## src/rtl/lut_frame_config_ctrl.sv

```systemverilog
// Frame configuration controller: parses a SYNC/header/data word stream
// into a row-wide frame bus and fires one frame strobe per frame.
module lut_frame_config_ctrl #(
  parameter int          NUM_ROWS       = 16,
  parameter int          NUM_COLUMNS    = 16,
  parameter int          FRAMES_PER_COL = 20,
  parameter logic [31:0] SYNC_WORD      = 32'hFAB0_FAB1,
  parameter logic [31:0] DESYNC_WORD    = 32'hFAB0_FAB0
) (
  input  logic                                 CLK,
  input  logic                                 resetn,
  input  logic [31:0]                          in_data,
  input  logic                                 in_valid,
  output logic                                 in_ready,
  output logic [NUM_ROWS*32-1:0]               frame_data,
  output logic [NUM_COLUMNS*FRAMES_PER_COL-1:0] frame_strobe,
  output logic                                 config_active,
  output logic                                 frame_done,
  output logic                                 cfg_err
);

  localparam int SW = NUM_COLUMNS * FRAMES_PER_COL;
  localparam int CW = $clog2(NUM_ROWS + 1);

  typedef enum logic [2:0] {
    IDLE,
    HEADER,
    DATA,
    STROBE,
    DISCARD
  } state_t;

  state_t          state_q;
  state_t          state_d;
  logic [CW-1:0]   row_cnt;
  logic [7:0]      rem_q;
  logic [7:0]      col_q;
  logic [7:0]      frm_q;

  logic            xfer;
  logic [7:0]      hdr_col;
  logic [7:0]      hdr_frm;
  logic [7:0]      hdr_nrows;
  logic            hdr_ok;
  logic            unused_hdr;

  logic            act_set;
  logic            act_clr;
  logic            err_set;
  logic            err_clr;
  logic            load_frame;
  logic            load_discard;
  logic            wr_row;
  logic            dec_rem;
  logic            fire;

  logic [31:0]     sidx;
  logic [SW-1:0]   onehot;

  assign xfer       = in_valid & in_ready;
  assign hdr_col    = in_data[31:24];
  assign hdr_frm    = in_data[23:16];
  assign hdr_nrows  = in_data[7:0];
  assign unused_hdr = ^in_data[15:8];

  assign hdr_ok = (32'(hdr_col) < NUM_COLUMNS)
               && (32'(hdr_frm) < FRAMES_PER_COL)
               && (hdr_nrows != 8'd0)
               && (32'(hdr_nrows) <= NUM_ROWS);

  assign sidx   = 32'(col_q) * 32'(FRAMES_PER_COL) + 32'(frm_q);
  assign onehot = {{(SW-1){1'b0}}, 1'b1} << sidx;

  always_comb begin
    state_d      = state_q;
    act_set      = 1'b0;
    act_clr      = 1'b0;
    err_set      = 1'b0;
    err_clr      = 1'b0;
    load_frame   = 1'b0;
    load_discard = 1'b0;
    wr_row       = 1'b0;
    dec_rem      = 1'b0;
    unique case (state_q)
      IDLE: begin
        if (xfer && in_data == SYNC_WORD) begin
          state_d = HEADER;
          act_set = 1'b1;
          err_clr = 1'b1;
        end
      end
      HEADER: begin
        if (xfer) begin
          if (in_data == DESYNC_WORD) begin
            state_d = IDLE;
            act_clr = 1'b1;
          end else if (hdr_ok) begin
            state_d    = DATA;
            load_frame = 1'b1;
          end else begin
            err_set = 1'b1;
            if (hdr_nrows != 8'd0) begin
              state_d      = DISCARD;
              load_discard = 1'b1;
            end
          end
        end
      end
      DATA: begin
        if (xfer) begin
          wr_row  = 1'b1;
          dec_rem = 1'b1;
          if (rem_q == 8'd1) state_d = STROBE;
        end
      end
      STROBE: state_d = HEADER;
      DISCARD: begin
        if (xfer) begin
          dec_rem = 1'b1;
          if (rem_q == 8'd1) state_d = HEADER;
        end
      end
      default: state_d = IDLE;
    endcase
  end

  // Strobe fires the cycle after the last data word lands.
  assign fire = (state_q == DATA) && (state_d == STROBE);

  always_ff @(posedge CLK or negedge resetn) begin
    if (!resetn) begin
      state_q       <= IDLE;
      in_ready      <= 1'b0;
      config_active <= 1'b0;
      cfg_err       <= 1'b0;
      frame_strobe  <= '0;
      frame_done    <= 1'b0;
      frame_data    <= '0;
      row_cnt       <= '0;
      rem_q         <= '0;
      col_q         <= '0;
      frm_q         <= '0;
    end else begin
      state_q      <= state_d;
      in_ready     <= (state_d != STROBE);
      frame_strobe <= fire ? onehot : '0;
      frame_done   <= fire;
      if (act_set) config_active <= 1'b1;
      else if (act_clr) config_active <= 1'b0;
      if (err_clr) cfg_err <= 1'b0;
      else if (err_set) cfg_err <= 1'b1;
      if (load_frame) begin
        col_q   <= hdr_col;
        frm_q   <= hdr_frm;
        row_cnt <= '0;
        rem_q   <= hdr_nrows;
      end else if (load_discard) begin
        rem_q <= hdr_nrows;
      end else if (dec_rem) begin
        rem_q <= rem_q - 8'd1;
      end
      if (wr_row) row_cnt <= row_cnt + CW'(1);
      for (int r = 0; r < NUM_ROWS; r++) begin
        if (wr_row && row_cnt == CW'(r))
          frame_data[r*32 +: 32] <= in_data;
      end
    end
  end

endmodule

```

## config.mk

```make
export PLATFORM = sky130hd
export DESIGN_NAME = lut_frame_config_ctrl
export DESIGN_NICKNAME = d
export VERILOG_FILES = /design/src/rtl/lut_frame_config_ctrl.sv
export SDC_FILE = /design/constraint.sdc
export NUM_CORES = 1
export LEC_CHECK = 0
export ABC_AREA = 1
export BUFFER_PORTS_ARGS = -buffer_cell sky130_fd_sc_hd__buf_2
export CAP_MARGIN = 25
export CORE_AREA = 2 2 342 344
export DETAILED_ROUTE_END_ITERATION = 7
export DIE_AREA = 0 0 344 346
export PLACE_DENSITY_LB_ADDON = 0.05
export SLEW_MARGIN = 0
export SYNTH_ARGS = -nofsm -noshare
export SYNTH_HDL_FRONTEND = slang
export SYNTH_SLANG_ARGS = --single-unit
```

## constraint.sdc

```tcl
create_clock -name CLK -period 3.5 [get_ports CLK]
set_input_delay 0.35 -clock CLK [delete_from_list [all_inputs] [get_ports CLK]]
set_output_delay 0.35 -clock CLK [all_outputs]
set_load 0.01 [all_outputs]
```

==> results.md, run 1 <==
- Outcome: complete, no violations
- I/O pins: ~870
- DRC Markers: 0
- Port Buffer Count: between 800 and 900
- RSZ-0062 raised after global routing: true
- Seq/Total Area, Yosys: between 60% and 70%
- Synth warn: 0
- Die height: between 300 and 400 um
- FF-to-FF End: frame_strobe[19]
- Area Overhead vs Synth: 35.56%
- Final setup viols: 0
- HP Start: in_data[15]
- Worst Hold Slack: between 50 and 60 ps
- Maxcap violations: 0
- All-Layer GR Usage: a little under a quarter
- Leak Pwr: around 0.022 uW
- Post-Place Setup Slack: -75.03 ps
- Kind of critical path: reg2reg
- Initial Utilization: 26.95%
- DRT iter0 DRCs: between 1000 and 1500
- Crit-path max FO: 8
- Via density: about 4.5
- Setup TNS: 0 ps
- Vias in the first global route: between 20000 and 30000
- CTS buffer count: about 100
- Crit start category: flip-flop
- Syn avg cell area: between 10 and 15 um^2
- Dpl cell area: approximately 38000 um^2
- CTS HTree Levels: 3
- Clk slew on worst S/H paths: 60 ps
- Reg2reg setup slack: 110 ps
- Max-slew headroom: 32.14%
- Die area: around 120000 um^2
- Final WL: about 140000 um
- Pwr dens: 508.0 nW/um^2
- Yosys reg bits: 868
- Synth top area cells: dfrtp_1, o21ai_0, nand2_1, nor2_1, nand4_1
- CTS tree: done
- Crit path capture type: flip-flop
- Min cycle time layout: 3392 ps
- Top achievable clock speed: approximately 0.3 GHz
- Final Hold Violating Endpoints: 0
- Cell variety after synth: 34
- Syn_nets: about 3000
- R2R cell count: 19
- Pin count of the biggest net entering global routing: a little under 90
- CP Data Required Time: between 4000 and 5000 ps
- Worst Setup SP: col_q[1]
- Ys flop type: dfrtp_1
- Routed len/inst: ~25 um
- Skew final: roughly 27 ps
- Fin crit share: a little under 100%
- Share of cells above drive strength 1: about a third
- Antenna viol nets, final: 0
- GP Congestion: slightly below 0.8
- Hold Path Class: in2reg
- Worst setup margin: around 110 ps
- WP data arrival: ~4000 ps
- Yosys top cell area share: between 60% and 70%
- Clk sinks: between 800 and 900
- Yosys top cell by area: dfrtp_1
- Bufs on Longest Clock Path: 3
- DR vias: between 20000 and 25000
- Hold Path Sink: frame_data[495]
- Critical R2R Launch: col_q[1]
- Worst skew pair latency: between 600 and 700 ps
- Worst vdd ir: roughly 0.34 mV
- FFs w/ async S/R, synth: 100.0%
- Synth Cell Area: 31110 um^2
- Core ar.: approximately 120000 um^2
- Worst slew pin tran: just over 1000 ps
- Final instance area: ~42000 um^2
- Antenna violations before repair: 12
- GRT overflow: 0
- HPWL Detailed: 98280 um
- Clk root buf: clkbuf_16
- Hold Crit Depth: 3
- Layout Nets: approximately 3900
- Die Wd: about 340 um
- Post-Synthesis Cells: approximately 2900
- DR pass1 iterations: 6
- Rows: around 130
- First-pass GRT wire length: ~190000 um
- Fin. max-slew vios: 0
- Post-synth EDFFs: 0
==> flip-flops by register name, summed over array words and instances (netlist names) <==
name,count
frame_data,512
frame_strobe,320
col_q,8
frm_q,8
rem_q,8
row_cnt,5
state_q,3
cfg_err,1
config_active,1
frame_done,1
in_ready,1
==> stage by stage <==
step                power, uW  util [%]  instances
floorplan               10290         -       2912
global placement        10770     33.18       5253
detailed placement      10780     33.29       5258
CTS                     21770     36.29       5444
global route            22180     36.53       5451
finish                  21420     36.54       5456
==> cell usage after synthesis (10+ instances only) <==
cell      number
dfrtp_1      868
nand2_1      610
o21ai_0      518
nor2_1       355
clkbuf_1     166
nand4_1      142
inv_1         78
nand3_1       26
ha_1          25
buf_2         22
nor2_4        17
buf_6         12
o21ai_1       12
xor2_1        10
==> layout by cell type (no fill, tap or decap), types with 8 or more instances in the layout <==
cell       Yosys  routed
buf_12         0      47
o21ai_1       12      12
clkbuf_8       0      19
ha_1          25      20
buf_2         22     869
nand3_1       26      20
clkinv_2       0      22
o21ai_0      518     518
nand2_2        0      14
nor2_4        17      24
buf_6         12      13
nand4_1      142     142
dfrtp_1      868     867
xor2_1        10       8
clkbuf_16      0     102
buf_4          1      98
inv_1         78      75
bufinv_16      0       9
clkbuf_1     166      23
nor2_2         2      13
nor2_1       355     337
nand2_1      610     595
==> kinds of logic after synthesis <==
group,synth area share [%]
AO/OA/AOI/OAI,8.960
XOR/XNOR,0.3660
adder cells (fa/ha/maj),1.134
buffers and inverters,3.889
flip-flops,69.82
AND/OR/NAND/NOR,15.83
==> worst max-delay path, stage by stage (launching register included) <==
cell     delay [ps]
dfrtp_1         410
ha_4            260
ha_4            160
fa_1            550
ha_4            220
buf_4           130
nand2_1          50
nor2_1           60
nor2_2          100
nand2_1          60
nor2_1          100
nor2_1           70
nor2_4          190
nand4_1         140
buf_6           160
nor2_4          110
buf_12          150
buf_12          100
nand4_1         130
nor2_1          160
==> what timing repair did <==
action	4_1_cts	5_1_grt
pin swaps	5	31
setup endpoints to repair	127	319
gates resized for setup	2	49
buffers inserted	0	5
hold buffers	4	0
endpoints found under the hold margin	55	0
==> report_power, final <==
group	switching, uW	leakage [uW]	internal (uW)
Combinational	443	0.00834	93.3
Clock	4420	0.00168	6430
Sequential	0.00000233	0.0121	10000
==> worst max-delay path by stage <==
stage | cells past startpoint | endpoint
final | 19 | frame_strobe[19]
after global routing | 16 | frame_strobe[185]
after CTS | 18 | frame_strobe[276]
after detailed placement | 17 | frame_strobe[216]
after global placement | 18 | frame_strobe[229]
after floorplan | 15 | frame_strobe[319]
==> final cells by class <==
| type | instances | area (um^2) |
|---|---|---|
| fill | 11800 | 73250 |
| sequential | 868 | 21720 |
| multi-input combinational | 1754 | 8442 |
| timing repair buffer | 1038 | 6367 |
| clock buffer | 144 | 2900 |
| tap | 1524 | 1907 |
| clock inverter | 38 | 505.5 |
| inverter | 84 | 315.3 |
| antenna | 6 | 15.01 |
==> per-layer routing <==
metal  wire length (um)  part of all wire, %  GRT usage [%]  vias to the layer above
li1                   -                    -              -                    11440
met1              55750                   41          28.04                    12230
met2              65940                   48          37.76                      836
met3              11150                  8.1          6.961                      169
met4               3971                  2.9          7.028                        8
met5                 60                0.044              0                        -
(Power assumes the default switching activity.)
==> run 2, diff against run 1 <==
--- a/config.mk
+++ b/config.mk
@@ -8,9 +8,10 @@
 export ABC_AREA = 1
 export BUFFER_PORTS_ARGS = -buffer_cell sky130_fd_sc_hd__buf_2
 export CAP_MARGIN = 25
-export CORE_AREA = 2 2 342 344
+export CORE_AREA = 2 2 337 339
 export DETAILED_ROUTE_END_ITERATION = 7
-export DIE_AREA = 0 0 344 346
+export DIE_AREA = 0 0 339 341
+export GPL_TIMING_DRIVEN = 0
 export PLACE_DENSITY_LB_ADDON = 0.05
 export SLEW_MARGIN = 0
 export SYNTH_ARGS = -nofsm -noshare
==> constraint.sdc (replaced) <==
create_clock -name CLK -period 3.5 [get_ports CLK]
set_input_delay 0.35 -clock CLK [delete_from_list [all_inputs] [get_ports CLK]]
set_output_delay 0.35 -clock CLK [all_outputs]
set_load 0.1 [all_outputs]
==> run 2 against run 1 <==
Compared with the run above: die area down 2.9%; combinational power down 13%; core utilization rose by 0.90 points; worst setup slack got worse by 110 ps; final area shrank 0.67%; cell count is 1.4% higher; power shrank 0.56%; clock skew fell by 1.8 ps; first-iteration DRC count grew 13%; the flow now finishes with violations (negative setup slack); global-route usage grew 1.3 points.
==> results.md, run 2 (same netlist as run 1, synthesis figures left out) <==
- Port Buffer Count: 870
- GP Congestion: roughly 0.80
- Crit start category: flip-flop
- Crit-path max FO: 8
- Pwr dens: a little over 500 nW/um^2
- Worst Hold Slack: between 100 and 150 ps
- Commonest non-fill, non-tap cells in the layout: buf_2, dfrtp_1, nand2_1
- DRT iter0 DRCs: approximately 1700
- Final Hold Violating Endpoints: 0
- Die area: roughly 120000 um^2
- Hold Path Class: in2reg
- Top achievable clock speed: between 0.2 and 0.3 GHz
- Final WL: around 140000 um
- GRT overflow: 0
- First-pass GRT wire length: ~200000 um
- Worst vdd ir: about 0.33 mV
- Post-Place Setup Slack: -702.3 ps
- Skew final: between 20 and 30 ps
- Biggest register: frame_data
- CTS tree: done
- Routed len/inst: approximately 26 um
- Dpl cell area: roughly 38000 um^2
- HPWL Detailed: between 100000 and 150000 um
- CTS HTree Levels: 3
- Die height: about 340 um
- Layout Cells excl Fill: 5533
- Failing checks: negative setup slack
- Area Overhead vs Synth: 34.65%
- Worst slew pin tran: between 900 and 1000 ps
- WP data arrival: 4110 ps
- Rows: between 100 and 150
- Core ar.: 111900 um^2
- Max-slew headroom: between 30% and 40%
- I/O pins: just under 900
- DRC Markers: 0
- Clk slew on worst S/H paths: 60 ps
- Placed insts: between 5000 and 6000
- Clk root buf: clkbuf_16
- Fill cell count: 11620
- Kind of critical path: reg2reg
- Biggest regs: frame_data (512), frame_strobe (320)
- DR vias: around 25000
- Via density: 4.582
- Final setup viols: 1
- All-Layer GR Usage: approximately a quarter
- DR pass1 iterations: 5
- Antenna violations before repair: 13
- Fin. max-slew vios: 0
- Largest register FFs: 512
- Crit path capture type: flip-flop
- Bufs on Longest Clock Path: 3
- CTS buffer count: 100
- Worst skew pair latency: 690 ps
- Fin crit share: 100.1%
- Min cycle time layout: between 3000 and 4000 ps
- Final instance area: around 42000 um^2
- Vias in the first global route: between 20000 and 30000
- FF/Latch Area: 21720 um^2
- Commonest non-fill, non-tap cell in the layout: buf_2
- CP Data Required Time: roughly 4100 ps
- RSZ-0062 raised after global routing: true
- Share of cells above drive strength 1: ~30%
- Clk sinks: about 870
- Leak Pwr: about 0.022 uW
- Layout Nets: between 4000 and 5000
- Worst setup margin: -3.053 ps
- Die Wd: about 340 um
- Area of the multi-input gates: about 8300 um^2
- Total chip power: roughly 21000 uW
- Outcome: complete, but fails checks
- Pin count of the biggest net entering global routing: ~120
- Antenna viol nets, final: 0
- Maxcap violations: 0
- Initial Utilization: 27.81%
==> run 2: changes by cell type in the layout (fill, tap and decap cells not counted), moves of 5 or more <==
cell      delta
buf_12      -30
buf_2       +17
buf_4       -81
buf_6       +22
clkbuf_1   +157
clkbuf_8     +8
nand2_1     +14
nand2_2     -13
nand3_1      +5
nor2_2       +6
==> run 2: power by group <==
part,leakage [uW],internal [uW],switching (uW)
clock network,0.00169,6350,4450
registers,0.0121,10000,0.00000230
logic,0.00808,55.2,413
==> run 2: final timing paths <==
| kind | startpoint | endpoint | slack (ps) | cells after the start |
|---|---|---|---|---|
| max | col_q[3] | frame_strobe[81] | -3 | 16 |
| min | in_data[1] | config_active | 130 | 6 |
| max reg2reg | col_q[3] | frame_strobe[81] | -3 | 16 |
| min reg2reg | frame_data[298] | frame_data[298] | 480 | 2 |
| max in group asynchronous | resetn | frame_strobe[44] | 940 | 6 |
| min in group asynchronous | resetn | frame_data[94] | 190 | 2 |
==> run 2: through the flow <==
stage	util [%]	TNS [ps]
2_1_floorplan	-	0
6_report	37.44	-3.053
3_5_place_dp	33.58	-112050
4_1_cts	37.13	-25.81
5_1_grt	37.44	-15990
3_3_place_gp	33.38	-
==> run 2: per-layer routing <==
metal / track usage, % / wire length (um) / part of all wire, % / vias up
met5: 0 / 48 / 0.034 / -
met4: 6.620 / 3595 / 2.5 / 8
met3: 7.698 / 11220 / 7.9 / 168
met2: 41.87 / 70840 / 50 / 858
met1: 28.29 / 55630 / 39 / 12690
li1: - / - / - / 11620
==> run 2: worst max-delay path, cell delays in order (launching register included) <==
cell and delay (ps):
dfrtp_1 410, ha_4 260, ha_4 160, fa_2 590, ha_4 220, a21oi_2 130
nand2_2 90, nor2_4 80, nand2_1 60, nor2_2 110, nor2_2 50, nor2_4 180
nand4_1 270, nor2_4 290, buf_4 200, nand4_1 180, nor2_1 150
==> run 2: timing repair <==
action / 4_1_cts / 5_1_grt
hold endpoints to repair: 53 / 0
buffers inserted: 40 / 14
hold buffers: 4 / 0
pin swaps: 23 / 54
gates resized for setup: 17 / 56
setup endpoints to repair: 320 / 313
==> run 2: final cells by class <==
type | instances | share of cell area (%)
multi-input cells | 1754 | 19.88
repair buffers | 936 | 12.74
inverters | 84 | 0.7527
flip-flops and latches | 868 | 51.85
well taps | 1500 | 4.480
clock buffers | 142 | 6.995
clock inverters | 40 | 1.102
plain buffers | 206 | 2.177
diodes | 3 | 0.01792
